--- config.mk ---
export PLATFORM = sky130hd
export DESIGN_NAME = player_move_ctrl
export DESIGN_NICKNAME = d
export VERILOG_FILES = /design/src/rtl/player_move_ctrl.sv
export SDC_FILE = /design/constraint.sdc
export NUM_CORES = 1
export LEC_CHECK = 0
export BUFFER_PORTS_ARGS = -buffer_cell sky130_fd_sc_hd__buf_2
export CAP_MARGIN = 20
export CORE_AREA = 2 2 98 137
export CTS_CLUSTER_SIZE = 25
export DETAILED_ROUTE_END_ITERATION = 10
export DIE_AREA = 0 0 100 139
export PLACE_DENSITY = 0.65
export REMOVE_ABC_BUFFERS = 1
export SETUP_SLACK_MARGIN = 0.3
export SYNTH_ARGS = -nofsm -noshare
export SYNTH_HDL_FRONTEND = slang
export SYNTH_SLANG_ARGS = --single-unit
--- constraint.sdc ---
create_clock -name clk -period 6.7 [get_ports clk]
set_input_delay 1.34 -clock clk [delete_from_list [all_inputs] [get_ports clk]]
set_output_delay 1.34 -clock clk [all_outputs]
set_load 0.02 [all_outputs]
--- src/rtl/player_move_ctrl.sv ---
// player_move_ctrl: turns held direction keys into stepped sprite moves for
// the stage screens. Each candidate position is cleared with the map block
// over mv_req/mv_ack before it is committed to player_x/player_y, and
// player_state carries the walk-cycle frame code (dir*3 + phase).
// Optional build macro: PLAYER_RUN_EN (key_run doubles the step and halves
// the walk-cycle period).
module player_move_ctrl #(
  parameter int STEP     = 2,
  parameter int ANIM_DIV = 8,
  parameter int X_MAX    = 300,
  parameter int Y_MAX    = 220,
  parameter int SPAWN_X  = 150,
  parameter int SPAWN_Y  = 200
) (
  input  logic       clk,
  input  logic       rst,
  input  logic [3:0] state,
  input  logic       tick,
  input  logic       key_up,
  input  logic       key_down,
  input  logic       key_left,
  input  logic       key_right,
  input  logic       key_run,
  output logic       mv_req,
  output logic [8:0] mv_x,
  output logic [8:0] mv_y,
  input  logic       mv_ack,
  input  logic       mv_ok,
  output logic [8:0] player_x,
  output logic [8:0] player_y,
  output logic [3:0] player_state,
  output logic       moving,
  output logic       fsm_dbg
);

  // Handshake: mv_req rises with mv_x/mv_y and all three stay stable until a
  // one-cycle mv_ack is sampled; mv_ok is meaningful only alongside mv_ack.
  // An ack with no request outstanding is ignored.

  typedef enum logic {
    S_IDLE = 1'b0,
    S_WAIT = 1'b1
  } fsm_t;

  localparam logic [1:0] DIR_UP    = 2'd0;
  localparam logic [1:0] DIR_RIGHT = 2'd1;
  localparam logic [1:0] DIR_LEFT  = 2'd2;
  localparam logic [1:0] DIR_DOWN  = 2'd3;

  localparam logic [9:0] X_MAX_W   = 10'(X_MAX);
  localparam logic [9:0] Y_MAX_W   = 10'(Y_MAX);
  localparam logic [8:0] SPAWN_X_W = 9'(SPAWN_X);
  localparam logic [8:0] SPAWN_Y_W = 9'(SPAWN_Y);
  localparam logic [9:0] STEP_W    = 10'(STEP);
  localparam logic [7:0] ANIM_LAST = 8'(ANIM_DIV - 1);
  localparam logic [3:0] CODE_DOWN1 = 4'd9;

  fsm_t       fsm_q;
  logic [3:0] prev_state_q;
  logic [8:0] x_q, y_q, mv_x_q, mv_y_q;
  logic       mv_req_q, moving_q;
  logic [1:0] dir_q, phase_q;
  logic [7:0] anim_cnt_q;
  logic [3:0] pstate_q;

  logic       in_stage, stage_entry, key_any;
  logic [1:0] key_dir;
  logic [9:0] x10, y10, tgt_x, tgt_y;
  logic       at_edge;
  logic [9:0] step_w;
  logic [7:0] anim_last;
  logic [7:0] anim_cnt_nx;
  logic [1:0] phase_nx;

  function automatic logic [3:0] frame_code(input logic [1:0] d, input logic [1:0] p);
    return ({2'b00, d} << 1) + {2'b00, d} + {2'b00, p};
  endfunction

`ifdef PLAYER_RUN_EN
  // Run modifier: double step, walk cycle twice as fast.
  always_comb begin
    step_w    = key_run ? (STEP_W << 1) : STEP_W;
    anim_last = key_run ? 8'(ANIM_DIV / 2 - 1) : ANIM_LAST;
  end
`else
  assign step_w    = STEP_W;
  assign anim_last = ANIM_LAST;
  logic unused_key_run;
  assign unused_key_run = key_run;
`endif

  assign in_stage    = (state == 4'd2) || (state == 4'd4) || (state == 4'd6);
  assign stage_entry = in_stage && (state != prev_state_q);
  assign key_any     = key_up | key_down | key_left | key_right;
  assign x10         = {1'b0, x_q};
  assign y10         = {1'b0, y_q};

  // Key priority: up > down > left > right.
  always_comb begin
    key_dir = DIR_RIGHT;
    if (key_up)        key_dir = DIR_UP;
    else if (key_down) key_dir = DIR_DOWN;
    else if (key_left) key_dir = DIR_LEFT;
  end

  // Candidate position, saturated to the legal grid in 10-bit arithmetic.
  always_comb begin
    tgt_x = x10;
    tgt_y = y10;
    case (key_dir)
      DIR_UP:    tgt_y = (y10 < step_w) ? 10'd0 : (y10 - step_w);
      DIR_DOWN:  tgt_y = ((y10 + step_w) > Y_MAX_W) ? Y_MAX_W : (y10 + step_w);
      DIR_LEFT:  tgt_x = (x10 < step_w) ? 10'd0 : (x10 - step_w);
      default:   tgt_x = ((x10 + step_w) > X_MAX_W) ? X_MAX_W : (x10 + step_w);
    endcase
    at_edge = (tgt_x == x10) && (tgt_y == y10);
  end

  logic unused_tgt_msb;
  assign unused_tgt_msb = tgt_x[9] ^ tgt_y[9];

  // Walk-cycle divider: phase advances once anim_cnt has sat at its last value.
  always_comb begin
    anim_cnt_nx = anim_cnt_q + 8'd1;
    phase_nx    = phase_q;
    if (anim_cnt_q >= anim_last) begin
      anim_cnt_nx = 8'd0;
      phase_nx    = (phase_q == 2'd2) ? 2'd0 : (phase_q + 2'd1);
    end
  end

  // Move FSM with registered outputs; leaving or re-entering a stage wins
  // over everything else and restores the spawn pose.
  always_ff @(posedge clk or posedge rst) begin
    if (rst) begin
      fsm_q        <= S_IDLE;
      prev_state_q <= 4'd0;
      x_q          <= SPAWN_X_W;
      y_q          <= SPAWN_Y_W;
      mv_x_q       <= 9'd0;
      mv_y_q       <= 9'd0;
      mv_req_q     <= 1'b0;
      moving_q     <= 1'b0;
      dir_q        <= DIR_DOWN;
      phase_q      <= 2'd0;
      anim_cnt_q   <= 8'd0;
      pstate_q     <= CODE_DOWN1;
    end else begin
      prev_state_q <= state;
      if (!in_stage || stage_entry) begin
        fsm_q      <= S_IDLE;
        x_q        <= SPAWN_X_W;
        y_q        <= SPAWN_Y_W;
        mv_req_q   <= 1'b0;
        moving_q   <= 1'b0;
        dir_q      <= DIR_DOWN;
        phase_q    <= 2'd0;
        anim_cnt_q <= 8'd0;
        pstate_q   <= CODE_DOWN1;
      end else begin
        case (fsm_q)
          S_IDLE: begin
            if (tick) begin
              if (key_any) begin
                dir_q      <= key_dir;
                anim_cnt_q <= anim_cnt_nx;
                phase_q    <= phase_nx;
                pstate_q   <= frame_code(key_dir, phase_nx);
                if (!at_edge) begin
                  mv_x_q   <= tgt_x[8:0];
                  mv_y_q   <= tgt_y[8:0];
                  mv_req_q <= 1'b1;
                  moving_q <= 1'b1;
                  fsm_q    <= S_WAIT;
                end
              end else begin
                phase_q    <= 2'd0;
                anim_cnt_q <= 8'd0;
                pstate_q   <= frame_code(dir_q, 2'd0);
              end
            end
          end
          S_WAIT: begin
            if (mv_ack) begin
              mv_req_q <= 1'b0;
              moving_q <= 1'b0;
              fsm_q    <= S_IDLE;
              if (mv_ok) begin
                x_q <= mv_x_q;
                y_q <= mv_y_q;
              end
            end
          end
          default: fsm_q <= S_IDLE;
        endcase
      end
    end
  end

  assign mv_req       = mv_req_q;
  assign mv_x         = mv_x_q;
  assign mv_y         = mv_y_q;
  assign player_x     = x_q;
  assign player_y     = y_q;
  assign player_state = pstate_q;
  assign moving       = moving_q;
  assign fsm_dbg      = (fsm_q == S_WAIT);

endmodule

Word level (Yosys, flattened, before mapping). Cells that the tools add are included.

Output and inout port bits: 43. Bits of input ports: 14. Word-level logic and storage cells: 111. Register bits after elaboration: 58.

Bitwise operators: 6. Mux-type cells: 48. Magnitude comparators: 5. Equal/unequal tests: 14. $add $sub $neg: 9. Reduce and logical (&&, ||, !) cells: 18.

Operators with widths (number): 9-bit two-way mux (8); 10-bit two-way mux (4); 8-bit two-way mux (5); 10-bit one-hot mux with 2 select lines (2); 2-bit two-way mux (13); 9-bit by 2-bit adder with 10-bit output (second input constant) (2); 10-bit by 9-bit == test with 1-bit output (2); 9-bit by 2-bit subtractor with 10-bit output (second input constant) (2); 9-bit by 2-bit < comparator with 1-bit output (second input constant) (2); 4-bit two-way mux (4); 10-bit by 8-bit > comparator with 1-bit output (second input constant) (1); 10-bit by 9-bit > comparator with 1-bit output (second input constant) (1); 1-bit two-way mux (10); 2-bit nonzero test (5); 3-bit != test (second input constant) (3); 3-bit by 2-bit adder with 4-bit output (2); 8-bit by 1-bit adder with 8-bit output (second input constant) (1); 4-bit by 3-bit == test with 1-bit output (second input constant) (2); 8-bit by 3-bit >= comparator with 1-bit output (second input constant) (1); 2-bit == test (second input constant) (3); 3-bit AND reduction (2); 5-bit AND reduction (1); 4-bit by 2-bit adder with 4-bit output (1); 4-bit by 2-bit == test with 1-bit output (second input constant) (1); 14 further kinds (22).

Longest topological paths before layout.
Word-level depth: 13. Depth in mapped cells: 15. Depth with buffers taken out: 15.

Least setup slack after synthesis. No wires, ideal clock.

Path kind: input port to flip-flop. Start: in key_left. End: reg mv_x_q[6], in the netlist mv_x[6]. Buffers on the path: 2. Slack: 2454 ps. Data arrival time: 4120 ps. Stages: 14. Path through: nor2_1 or2_2 ha_1 inv_1 buf_2 a21oi_1 a222oi_1 o2111ai_1 a2111oi_0 o2111a_1 nand4_1 o21ai_2 buf_6 mux2_4.

Longest elaborated chain between the ends: 10. Elaborated cells on any way between the ends: 16. Classes of those cells: 4 x eq/ne; 5 x mux; 3 x bitwise; 4 x reduce/logical.

RTL lines: from (decl) (line 21) `input logic key_left,`; 2-bit two-way mux (line 103) `else if (key_left) key_dir = DIR_LEFT;`; 2-bit two-way mux (line 102) `else if (key_down) key_dir = DIR_DOWN;`; 2-bit two-way mux (line 101) `if (key_up) key_dir = DIR_UP;`; 2-bit == test / 2-bit logical NOT (equally long branches) (line 110) `case (key_dir)`; 2-bit OR reduction (no line); 10-bit one-hot mux with 2 select lines (line 110); 10-bit by 9-bit == test with 1-bit output (line 116) `at_edge = (tgt_x == x10) && (tgt_y == y10);`; 1-bit logical AND (line 116); 1-bit inverter (no line); 5-bit AND reduction (no line); to (signal assigned) (line 170) `mv_x_q <= tgt_x[8:0];`; to (decl) (line 60) `logic [8:0] x_q, y_q, mv_x_q, mv_y_q;`.

Several ways; a longest one is shown, not always the timed one. A chain may end at the register's enable or synchronous reset.

Final worst setup path. Same ends and word-level chain as after synthesis.

==> metrics.txt <==
async set-reset flop share out of synthesis 1.00; Max VDD drop between 0.1 and 0.15 mV; Worst Hold Class reg -> reg; # DRC 0; critical path class in -> reg; Worst EP required 6920 ps; post-layout util 0.401; hold_ws ~510 ps; Cell variety after synth 72; syn_area_per_cell 8.25 µm²; slew margin rel. 0.416; met2 usage 0.321; I/O pin total 57; initial antenna violation count 0; Gate Count Post-Synth approximately 540; flops & latches, synth 58; largest net degree at the start of global routing 59; main flop type after synthesis dfrtp_1; Initial DRT Pass Iterations 4; Tot Pwr 1.00 mW; Placed Cells between 700 and 800; Root Driver clkbuf_16; Slew @ Worst Pin approximately 900 ps; EDFF count, synth 0; Layout Cells excl Fill between 700 and 800; # nets final about 600; PortBufs 55; # diodes 0; skew final just over 9 ps; Longest Clk Path Bufs 2; via count about 4,300; sequential-to-total area share from yosys stat 0.327; Post-Route Setup TNS 0 ps; pwr dens 196 nW/µm²; synth warn 0; final WL 13,100 µm; die area around 14,000 µm²; Die W 100 µm; max-cap violations 0; hold_buf cts 0; fin crit period around 5300 ps; outcome complete, no violations; leakage roughly 2.3 nW; Top Usage Layer GRT met2; routability congestion estimate ~0.92; GR Util met3 0.0413; Startpoint Class input pin; share of cells above drive strength 1 0.201; fmax about 0.19 GHz; GRT Util Overall 0.192; GRT overflow 0; Via-to-Cell Ratio around 6; global routing usage on met1 0.230; cell row count 49; final worst-path cycle share 0.785; vias in the first global route around 4,200; Fin. Hold Viols 0; Avg WL per Cell roughly 18 µm; clock sinks 58; first-pass GRT wire length between 20,000 and 25,000 µm; Post-CTS Setup Bufs 0; setup violators final 0; Resized cells post-CTS 0; area grow syn2layout 14.3%; Initial Util 0.351; Critical Path AT approximately 5500 ps; Clock Latency Late Sink between 300 and 400 ps; Syn Std Cell Area ~4500 µm²; Max Slew Vio Count 0; DR iter-0 viols 220; TritonCTS buffer count 9; detailed placement HPWL between 9000 and 10,000 µm; clk slew on worst S/H paths 50 ps; Die Height between 100 and 150 µm; Setup crit end kind flop; RSZ-0062 raised after global routing false; crit-path max FO 25; core footprint 12,800 µm²; H-Tree Depth 3; # fillers about 1,300; TritonCTS clock tree built; Antenna Violating Nets Remaining 0
-- placed cells by master (no fill, tap or decap), types with 4 or more instances in the layout --
cell type | netlist | final
a2111oi_0 | 5 | 5
a211oi_1 | 5 | 5
a21oi_1 | 38 | 38
a31oi_1 | 14 | 14
and2_1 | 4 | 4
and3_1 | 7 | 7
buf_2 | 4 | 55
buf_4 | 1 | 4
clkbuf_16 | 0 | 9
dfrtp_1 | 47 | 47
dfstp_2 | 11 | 11
ha_1 | 13 | 13
inv_1 | 22 | 21
mux2_2 | 4 | 4
mux2_4 | 16 | 16
mux2i_1 | 5 | 5
nand2_1 | 69 | 69
nand2b_1 | 11 | 11
nand3_1 | 19 | 19
nand4_1 | 7 | 7
nor2_1 | 50 | 50
nor2b_1 | 4 | 4
nor3_1 | 13 | 13
nor4_1 | 7 | 7
o211ai_1 | 11 | 11
o21a_1 | 6 | 6
o21ai_0 | 26 | 25
o31ai_1 | 4 | 4
or2_2 | 6 | 6
or3_1 | 6 | 6
xnor2_1 | 4 | 4
-- stage by stage --
step,instance area [µm²],worst slack [ps]
floorplan,4300,1740
global placement,4800,1170
detailed placement,4800,1120
CTS,5120,1460
global route,5120,1190
finish,5120,1440
-- cell usage after synthesis, drive strengths merged, types with 5 or more instances --
library cell / count / share of area
or3: 6 / 0.0084
a2111oi: 5 / 0.0098
nand2b: 11 / 0.015
a211oi: 5 / 0.0084
a31oi: 14 / 0.020
nor2: 50 / 0.042
o21a: 6 / 0.010
nand4: 7 / 0.0098
mux2i: 5 / 0.011
dfstp: 11 / 0.065
o211ai: 11 / 0.018
and3: 7 / 0.0098
nor3: 13 / 0.015
ha: 13 / 0.036
dfrtp: 47 / 0.26
inv: 22 / 0.018
o31ai: 5 / 0.011
nand3: 19 / 0.021
mux2: 21 / 0.066
nand2: 69 / 0.058
a21oi: 38 / 0.042
clkbuf: 32 / 0.027
o21ai: 28 / 0.032
or2: 7 / 0.0098
nor4: 7 / 0.0098
buf: 9 / 0.013
-- critical path: stages --
cell and delay (ps):
buf_2 100, nor2_1 40, or2_2 360, ha_1 870, inv_1 440, a41o_1 300, a21o_1 180, a211oi_1 290
o211a_1 180, o2111a_1 170, nand4_1 110, o21ai_2 350, buf_4 400, mux2_4 340
-- area by class of cell --
type / instances / area [µm²] / share of cell area
clock buffer: 11 / 243 / 0.0474
clock inverter: 5 / 78.8 / 0.0154
inverter: 22 / 82.6 / 0.0161
multi-input combinational: 422 / 2750 / 0.538
sequential: 58 / 1470 / 0.286
tap: 153 / 191 / 0.0374
timing repair buffer: 59 / 305 / 0.0596
-- per-layer routing --
metal | wire length (µm) | vias to the layer above | part of all wire
li1 | - | 2048 | -
met1 | 5280 | 2091 | 0.40
met2 | 6550 | 158 | 0.50
met3 | 777 | 36 | 0.059
met4 | 503 | 0 | 0.038
met5 | 0 | - | 0
-- registers in the layout, indices dropped and copies added, names as in the netlist, 4 cells and up --
signal        cells
mv_x              9
mv_y              9
player_x          9
player_y          9
anim_cnt_q        8
player_state      4
prev_state_q      4
-- power breakdown --
group / internal (mW) / switching, mW
sequential: 0.363 / 0.0103
clock: 0.334 / 0.161
combinational: 0.0519 / 0.0815
total: 0.749 / 0.253
-- logic make-up (layout without fill, tap and decap cells) --
family,Yosys count,count (layout),synth area share
muxes,26,26,0.0774
DFF,58,58,0.327
and+or+nand+nor,220,220,0.239
adders and majority gates,15,15,0.0453
xor gates and xnor gates,7,7,0.0137
buffers and inverters,63,97,0.0581
AOI/OAI and AO/OA,154,154,0.239
-- path summary, 6_finish.rpt --
| kind | startpoint | to | slack, ps | cells past startpoint |
|---|---|---|---|---|
| setup / recovery | key_left | mv_x[6] | 1440 | 14 |
| hold / removal | player_state[0] | player_state[0] | 510 | 2 |
| setup reg to reg | player_x[2] | mv_x[6] | 2350 | 11 |
| hold reg to reg | player_state[0] | player_state[0] | 510 | 2 |
| max in group asynchronous | rst | mv_y[6] | 4990 | 3 |
| min in group asynchronous | rst | prev_state_q[1] | 1210 | 3 |
(Power assumes the default switching activity.)
